--- config.mk ---
export PLATFORM = sky130hd
export DESIGN_NAME = hex_display_ctrl_flat
export DESIGN_NICKNAME = d
export VERILOG_FILES = /design/src/rtl/hex_display_ctrl_if.sv /design/src/rtl/hex_display_ctrl.sv /design/src/flat_wrapper.sv
export SDC_FILE = /design/constraint.sdc
export NUM_CORES = 1
export LEC_CHECK = 0
export ABC_AREA = 1
export ABC_CLOCK_PERIOD_IN_PS = 1900
export BUFFER_PORTS_ARGS = -buffer_cell sky130_fd_sc_hd__buf_2
export CORE_MARGIN = 5
export CORE_UTILIZATION = 40
export DETAILED_ROUTE_END_ITERATION = 6
export GPL_TIMING_DRIVEN = 0
export SYNTH_ARGS = -nofsm -noshare
export SYNTH_HDL_FRONTEND = slang
export SYNTH_SLANG_ARGS = --single-unit
--- constraint.sdc ---
create_clock -name clk -period 1.9 [get_ports clk]
set_input_delay 0.095 -clock clk [delete_from_list [all_inputs] [get_ports clk]]
set_output_delay 0.095 -clock clk [all_outputs]
set_load 0.005 [all_outputs]
--- src/rtl/hex_display_ctrl_if.sv ---
// Data handshake and display-side signals of the four-digit hex display
// controller. The producer/monitor side uses master; the controller uses slave.
interface hex_display_ctrl_if;
    logic [15:0] data_in;
    logic        data_valid;
    logic        data_ready;
    logic [3:0]  digit3;
    logic [3:0]  digit2;
    logic [3:0]  digit1;
    logic [3:0]  digit0;
    logic [3:0]  blank;
    logic        frozen;
    logic        update;

    modport master (
        output data_in,
        output data_valid,
        input  data_ready,
        input  digit3,
        input  digit2,
        input  digit1,
        input  digit0,
        input  blank,
        input  frozen,
        input  update
    );

    modport slave (
        input  data_in,
        input  data_valid,
        output data_ready,
        output digit3,
        output digit2,
        output digit1,
        output digit0,
        output blank,
        output frozen,
        output update
    );
endinterface

--- src/rtl/hex_display_ctrl.sv ---
// Four-digit hex display controller: ready/valid value capture, debounced
// freeze pushbutton, leading-zero blanking and blink while frozen.
module hex_display_ctrl #(
    parameter int DEBOUNCE_CYCLES = 50000,
    parameter int BLINK_CYCLES    = 12500000
) (
    input  logic              clk,
    input  logic              rst_n,
    input  logic              btn_n,
    input  logic              lz_en,
    hex_display_ctrl_if.slave bus
);
    localparam int DW = (DEBOUNCE_CYCLES > 2) ? $clog2(DEBOUNCE_CYCLES) : 1;
    localparam int BW = (BLINK_CYCLES > 2) ? $clog2(BLINK_CYCLES) : 1;

    typedef enum logic [1:0] {
        IDLE       = 2'd0,
        PRESS_WAIT = 2'd1,
        HELD       = 2'd2,
        REL_WAIT   = 2'd3
    } state_t;

    logic          r_btn_meta;
    logic          r_btn_sync;
    state_t        r_state;
    logic [DW-1:0] r_cnt;
    logic          r_frozen;
    logic          r_ready;
    logic [BW-1:0] r_blink_cnt;
    logic          r_phase;
    logic [15:0]   r_disp;
    logic [3:0]    r_blank;
    logic          r_update;

    logic          w_pressed;
    logic          w_cnt_done;
    logic          w_toggle;
    logic          w_frozen_next;
    logic          w_xfer;
    logic [15:0]   w_disp_next;
    logic [3:0]    w_lz_blank;
    logic [BW-1:0] w_blink_cnt_next;
    logic          w_phase_next;

    assign w_pressed     = ~r_btn_sync;
    assign w_cnt_done    = (r_cnt == DW'(DEBOUNCE_CYCLES - 1));
    // The only freeze toggle: the edge on which a press is confirmed.
    assign w_toggle      = (r_state == PRESS_WAIT) && w_pressed && w_cnt_done;
    assign w_frozen_next = r_frozen ^ w_toggle;
    // Ready is a register, so a transfer never depends combinationally on valid.
    assign w_xfer        = bus.data_valid && r_ready;
    assign w_disp_next   = w_xfer ? bus.data_in : r_disp;

    // Leading-zero blanking on the value that will be displayed next cycle;
    // digit0 is never blanked by this rule.
    assign w_lz_blank[0] = 1'b0;
    generate
        for (genvar gi = 1; gi < 4; gi++) begin : g_lz
            assign w_lz_blank[gi] = lz_en && (w_disp_next[15:4*gi] == '0);
        end
    endgenerate

    // Blink counter: cleared on any freeze toggle and while not frozen.
    always_comb begin
        w_blink_cnt_next = '0;
        w_phase_next     = 1'b0;
        if (!w_toggle && r_frozen) begin
            if (r_blink_cnt == BW'(BLINK_CYCLES - 1)) begin
                w_blink_cnt_next = '0;
                w_phase_next     = ~r_phase;
            end else begin
                w_blink_cnt_next = r_blink_cnt + 1'b1;
                w_phase_next     = r_phase;
            end
        end
    end

    // Two-flop synchronizer for the raw pushbutton, idling released.
    always_ff @(posedge clk or negedge rst_n) begin
        if (!rst_n) begin
            r_btn_meta <= 1'b1;
            r_btn_sync <= 1'b1;
        end else begin
            r_btn_meta <= btn_n;
            r_btn_sync <= r_btn_meta;
        end
    end

    // Debounce FSM with frozen flag and ready as registered outputs.
    always_ff @(posedge clk or negedge rst_n) begin
        if (!rst_n) begin
            r_state  <= IDLE;
            r_cnt    <= '0;
            r_frozen <= 1'b0;
            r_ready  <= 1'b0;
        end else begin
            r_frozen <= w_frozen_next;
            r_ready  <= ~w_frozen_next;
            case (r_state)
                IDLE: begin
                    if (w_pressed) begin
                        r_state <= PRESS_WAIT;
                        r_cnt   <= '0;
                    end
                end
                PRESS_WAIT: begin
                    if (!w_pressed) begin
                        r_state <= IDLE;
                        r_cnt   <= '0;
                    end else if (w_cnt_done) begin
                        r_state <= HELD;
                        r_cnt   <= '0;
                    end else begin
                        r_cnt <= r_cnt + 1'b1;
                    end
                end
                HELD: begin
                    if (!w_pressed) begin
                        r_state <= REL_WAIT;
                        r_cnt   <= '0;
                    end
                end
                REL_WAIT: begin
                    if (w_pressed) begin
                        r_state <= HELD;
                        r_cnt   <= '0;
                    end else if (w_cnt_done) begin
                        r_state <= IDLE;
                        r_cnt   <= '0;
                    end else begin
                        r_cnt <= r_cnt + 1'b1;
                    end
                end
                default: begin
                    r_state <= IDLE;
                    r_cnt   <= '0;
                end
            endcase
        end
    end

    // Blink counter and phase registers.
    always_ff @(posedge clk or negedge rst_n) begin
        if (!rst_n) begin
            r_blink_cnt <= '0;
            r_phase     <= 1'b0;
        end else begin
            r_blink_cnt <= w_blink_cnt_next;
            r_phase     <= w_phase_next;
        end
    end

    // Display value, its blanking mask and the update pulse move together.
    always_ff @(posedge clk or negedge rst_n) begin
        if (!rst_n) begin
            r_disp   <= 16'h0000;
            r_blank  <= 4'b0000;
            r_update <= 1'b0;
        end else begin
            r_disp   <= w_disp_next;
            r_blank  <= w_phase_next ? 4'b1111 : w_lz_blank;
            r_update <= w_xfer;
        end
    end

    assign bus.data_ready = r_ready;
    assign bus.frozen     = r_frozen;
    assign bus.update     = r_update;
    assign bus.blank      = r_blank;
    assign bus.digit3     = r_disp[15:12];
    assign bus.digit2     = r_disp[11:8];
    assign bus.digit1     = r_disp[7:4];
    assign bus.digit0     = r_disp[3:0];
endmodule

--- src/flat_wrapper.sv ---
// flat-port wrapper written by rule: the top's interface ports become plain ports
module hex_display_ctrl_flat 
#(
    parameter int DEBOUNCE_CYCLES = 50000,
    parameter int BLINK_CYCLES    = 12500000
)
  (clk, rst_n, btn_n, lz_en, bus_data_in, bus_data_valid, bus_data_ready, bus_digit3, bus_digit2, bus_digit1, bus_digit0, bus_blank, bus_frozen, bus_update);
  hex_display_ctrl_if bus_i ();
  input  logic clk;
  input  logic rst_n;
  input  logic btn_n;
  input  logic lz_en;
  input wire logic [$bits(bus_i.data_in)-1:0] bus_data_in;
  input wire logic [$bits(bus_i.data_valid)-1:0] bus_data_valid;
  output wire logic [$bits(bus_i.data_ready)-1:0] bus_data_ready;
  output wire logic [$bits(bus_i.digit3)-1:0] bus_digit3;
  output wire logic [$bits(bus_i.digit2)-1:0] bus_digit2;
  output wire logic [$bits(bus_i.digit1)-1:0] bus_digit1;
  output wire logic [$bits(bus_i.digit0)-1:0] bus_digit0;
  output wire logic [$bits(bus_i.blank)-1:0] bus_blank;
  output wire logic [$bits(bus_i.frozen)-1:0] bus_frozen;
  output wire logic [$bits(bus_i.update)-1:0] bus_update;
  assign bus_i.data_in = bus_data_in;
  assign bus_i.data_valid = bus_data_valid;
  assign bus_data_ready = bus_i.data_ready;
  assign bus_digit3 = bus_i.digit3;
  assign bus_digit2 = bus_i.digit2;
  assign bus_digit1 = bus_i.digit1;
  assign bus_digit0 = bus_i.digit0;
  assign bus_blank = bus_i.blank;
  assign bus_frozen = bus_i.frozen;
  assign bus_update = bus_i.update;
  hex_display_ctrl #(.DEBOUNCE_CYCLES(DEBOUNCE_CYCLES), .BLINK_CYCLES(BLINK_CYCLES)) u_core (.clk(clk), .rst_n(rst_n), .btn_n(btn_n), .lz_en(lz_en), .bus(bus_i));
endmodule
Word level (Yosys, flattened, before mapping)
Index checks and enable logic that the tools add are counted.
{ "word_totals": {"register_bits": 68} }
{ "classes": {"n_mux": 19, "n_reduce_logical": 14, "eq_ne": 9, "add_sub_neg": 2, "bitwise": 4} }
{ "op_table": {"columns": ["operator", "n"], "rows": [
  ["$mux W16", 6],
  ["$pmux W16 S4", 1],
  ["$mux W24", 2],
  ["$add A24 B1 Y24 const B", 1],
  ["$eq A24 B24 Y1 const B", 1],
  ["$add A16 B1 Y16 const B", 1],
  ["$eq A16 B16 Y1 const B", 1],
  ["$logic_not A12 Y1", 1],
  ["$mux W2", 6],
  ["$logic_not A8 Y1", 1],
  ["$pmux W2 S4", 1],
  ["$logic_and A1 B1 Y1", 7],
  ["$eq A2 B2 Y1 const B", 2],
  ["$logic_not A4 Y1", 1],
  ["$mux W4", 1],
  ["$reduce_and A4 Y1", 1],
  ["$ne A3 B1 Y1 const B", 1],
  ["$ne A3 B3 Y1 const B", 1],
  ["$not A1 Y1", 3],
  ["$eq A2 B1 Y1 const B", 1],
  ["$logic_not A2 Y1", 1],
  ["$mux W1", 2],
  ["$ne A2 B1 Y1 const B", 1],
  ["$ne A2 B2 Y1 const B", 1],
  ["other kinds (3)", 3]
]} }

Longest topological paths before layout
{ "depth": {"word_depth": 7, "depth_mapped": 11, "depth_no_buf": 11} }

Worst setup path after synthesis
OpenSTA, ideal clock, no wires.
{ "synth_path": {"path_kind": "register to register", "startpoint": "register u_core.r_cnt[0]", "endpoint": "register u_core.r_blink_cnt[21]", "path_buffers": 0, "required_time_ps": 1778, "slack_ps": 336, "stages_incl_launch_ff": 12, "arrival_time_ps": 1442, "setup_time_ps": 122, "path_cell_list": "dfrtp_1 ha_1 nand2_1 inv_2 nand2_2 nor2_2 nand3_1 ha_1 nand2_4 inv_4 nand2_1 nor2_1"} }
{ "synth_between": {"elab_chain_cells": 5} }
{ "synth_rtl": {"columns": ["element", "line_no", "source"], "rows": [
  ["start: declaration", "hex_display_ctrl.sv:26", "logic [DW-1:0] r_cnt;"],
  ["start signal: assignment", "hex_display_ctrl.sv:114", "r_cnt <= r_cnt + 1'b1;"],
  ["start signal: assignment", "hex_display_ctrl.sv:131", "r_cnt <= r_cnt + 1'b1;"],
  ["$eq A16 B16 Y1", "hex_display_ctrl.sv:46", "assign w_cnt_done = (r_cnt == DW'(DEBOUNCE_CYCLES - 1));"],
  ["$logic_and A1 B1 Y1", "hex_display_ctrl.sv:48", "assign w_toggle = (r_state == PRESS_WAIT) && w_pressed && w_cnt_done;"],
  ["$logic_not A1 Y1", "hex_display_ctrl.sv:67", "if (!w_toggle && r_frozen) begin"],
  ["$logic_and A1 B1 Y1", "hex_display_ctrl.sv:67", null],
  ["$mux W24", "hex_display_ctrl.sv:67", null],
  ["via u_core.w_blink_cnt_next[21]", "hex_display_ctrl.sv:42", "logic [BW-1:0] w_blink_cnt_next;"],
  ["end signal: assignment", "hex_display_ctrl.sv:148", "r_blink_cnt <= w_blink_cnt_next;"],
  ["end: declaration", "hex_display_ctrl.sv:29", "logic [BW-1:0] r_blink_cnt;"]
]} }
The timed path passes the listed nets, and every way through them passes these cells.
A chain may end at the register's enable or synchronous reset.

Final worst setup path
{ "layout_path": {"startpoint": "register u_core.r_cnt[0]", "endpoint": "register u_core.r_blink_cnt[2]"} }
Same word-level chain as after synthesis.

==> key figures <==
Run status
  – Status: completed

Place
  – Port-buffer cells: 43
  – Dpl hpwl: 5.60 mm
  – Gp weighted congestion: 0.788

Detailed routing
  – Via count: 2960
  – DR DRC count: 0
  – Vias per cell: about 4.6
  – Total wire length: 7.68 mm
  – Routed Antenna Nets: 0
  – DRT iter0 DRCs: slightly below 80
  – Wire per inst: approximately 12 um
  – Number of iterations in the first detailed-routing pass: 4

Logic synthesis
  – Syn Inst Count: 463
  – Yosys reg bits: 67
  – Async SR Flop Fraction: 100%
  – Distinct cells, synth: 35
  – Number of enable flip-flop cells after synthesis: 0
  – Synth Cell Area: ~3600 um^2
  – Yosys warns: 0
  – Synth Net Count: 487
  – Sequential area share after synthesis: 47.0%
  – Main flop type after synthesis: dfrtp_1
  – Syn_area_per_cell: roughly 7.7 um^2

Global routing
  – Largest net degree at the start of global routing: 68
  – Antenna violations before repair: 0
  – Gr ovfl total: 0
  – First-pass GRT wire length: 13.4 mm
  – Vias in the first global route: 2933
  – GRT Total Usage: between 10% and 20%

Worst setup path
  – Crit path cell chain: ha_1, nand2_1, inv_2, nand2_2, nor2_2, nand3_1, ha_4, inv_1, nor3_1
  – Max FO, Critical Path: 7
  – Startpoint types: flip-flop
  – Worst endpoint required time: 2.12 ns
  – Nature of the critical path endpoint: flip-flop
  – Critical path class: flip-flop to flip-flop
  – CP peak stage delay: between 0.3 and 0.4 ns
  – Crit path arrival time: 1.92 ns
  – Slowest CP cell: dfrtp_1

Clocking
  – Clock-pin slew on the worst setup and hold paths: about 0.080 ns
  – CTS H-tree lvls: 3
  – Root Buffer: clkbuf_8
  – Clk_lat worst skew: about 0.34 ns
  – CTS tree: done
  – Cts bufs inserted: 9
  – Max Root-Sink Buffers: 2
  – CTS Sinks: 67

Finish
  – Most frequent cells in the layout: nand2_1 (140), nor2_1 (67), dfrtp_1 (65), inv_1 (61), buf_2 (44)
  – Antenna diodes: 0
  – Fin util: 49.7%
  – Area Overhead vs Synth: 21.4%
  – # nets final: 554
  – Commonest non-fill, non-tap cell in the layout: nand2_1
  – Share of layout cells above drive strength 1: 21.3%

Pwr
  – Final Total Pwr: 3.66 mW
  – Max VDD drop: about 600 uV
  – Switching power: 0.954 mW
  – Leak: between 2 and 2.5 nW
  – Switching share of power: 26.1%
  – Combinational power share: 13.9%
  – Power per cell area: 845 nW/um^2
  – Clock power share: a little over two fifths
  – P_int: about 2.7 mW
  – Reg power frac: 42.4%

STA
  – RSZ-0062 raised after global routing: false
  – Minimum clock period: roughly 1.7 ns
  – Worst Skew: 0.0103 ns
  – Pins over their slew limit: 0
  – Final number of setup-violating endpoints: 0
  – Period utilization: 89.5%
  – Slew @ Worst Pin: 0.841 ns
  – Fin. Hold Viols: 0
  – Setup TNS: 0 ns
  – Fmax: 588 MHz
  – Relative slew slack: 43.9%

Floorplanning
  – Die Height: 105 um
  – Initial core utilization: 41.0%
  – Die X: 105 um
  – CORE AREA: 8720 um^2
  – Std cell rows: 34
  – Top Ports: 44
  – Die Area: ~11000 um^2

Flow run
  – Max-cap violations: 0

Worst hold path
  – Hold WC Path Type: input pin to flip-flop
## layer usage
layer,global-route usage (%),vias to the layer above,share of wire [%]
met5,0,-,0
met4,5.18,0,2.2
met3,3.97,12,2.9
met2,25.0,32,51
li1,-,1555,-
met1,18.5,1361,44
## final cells by class
cell class	count	area, um^2
Inverter	66	250
Fill cell	863	4380
Clock inverter	7	146
Buffer	5	36.3
Timing Repair Buffer	56	345
Sequential cell	67	1680
Tap cell	108	135
Multi-Input combinational cell	325	1620
Clock buffer	9	124
## sequential cells by signal, summed over array words and instances, names as in the netlist, named ones only
name	flops
u_core.bus.data_ready	1
u_core.bus.blank	4
u_core.r_btn_meta	1
u_core.r_disp	16
u_core.bus.update	1
u_core.bus.frozen	1
u_core.r_state	1
u_core.r_blink_cnt	24
u_core.r_cnt	16
u_core.r_btn_sync	1
## through the flow
stage	setup WS, ns	cell area, um^2	instances	hold WS [ns]
after floorplan	0.336	3570	463	-0.201
after global placement	0.119	3920	614	0.201
after global routing	0.0257	4340	643	0.0282
after CTS	0.0804	4320	642	0.00308
final	0.199	4340	643	0.0217
after detailed placement	0.0942	3930	614	0.206
## power groups by stage
stage / clock [mW] / sequential (mW) / combinational [mW]
floorplan: 0 / 1.58 / 0.307
global placement: 0 / 1.58 / 0.479
detailed placement: 0 / 1.58 / 0.487
CTS: 1.64 / 1.55 / 0.506
global route: 1.70 / 1.56 / 0.576
finish: 1.60 / 1.55 / 0.510
## critical path: cells and delay by family (launching register included)
| family | cells | cell delay [ns] |
|---|---|---|
| and+or+nand+nor | 5 | 0.49 |
| buffers and inverters | 2 | 0.29 |
| DFF | 1 | 0.39 |
| adders and majority gates | 2 | 0.40 |
## cells by family after synthesis
logic type,after synthesis,synth area share (%)
AOI/OAI and AO/OA,29,4.76
xor gates and xnor gates,12,2.94
adders and majority gates,3,1.05
buffers and inverters,71,8.02
DFF,67,47.0
and+or+nand+nor,281,36.2
## repair_timing
action,4_1_cts,5_1_grt
setup endpoints to repair,0,16
buffers inserted,0,1
hold buffers,12,0
gates resized for setup,0,2
hold endpoints to repair,76,0
## cells in the mapped netlist, types with 5 or more instances
library cell	instances	share of area (%)
nand2_1	140	15
nor2_1	67	7.0
dfrtp_1	65	46
inv_1	61	6.4
nand3_1	21	2.9
nor2_2	13	2.3
o21ai_0	9	1.3
nand2_2	8	1.4
o21ai_1	7	0.98
xor2_1	7	1.7
nand3_2	6	1.7
nor2_4	6	1.9
nor3_1	6	0.84
a21oi_1	5	0.70
xnor2_1	5	1.2
## final timing paths
path                              startpoint                     to  slack, ns  depth (start not counted)
min in group asynchronous              rst_n      u_core.r_disp[11]       0.40                          2
max in group asynchronous              rst_n  u_core.r_blink_cnt[3]       0.96                          2
hold reg to reg            u_core.r_btn_meta      u_core.r_btn_sync       0.36                          0
hold / removal                bus_data_in[7]       u_core.r_disp[7]       0.02                          3
setup reg to reg             u_core.r_cnt[0]  u_core.r_blink_cnt[2]       0.20                          9
setup / recovery             u_core.r_cnt[0]  u_core.r_blink_cnt[2]       0.20                          9
Note: power is estimated with default switching activity, not from simulation.
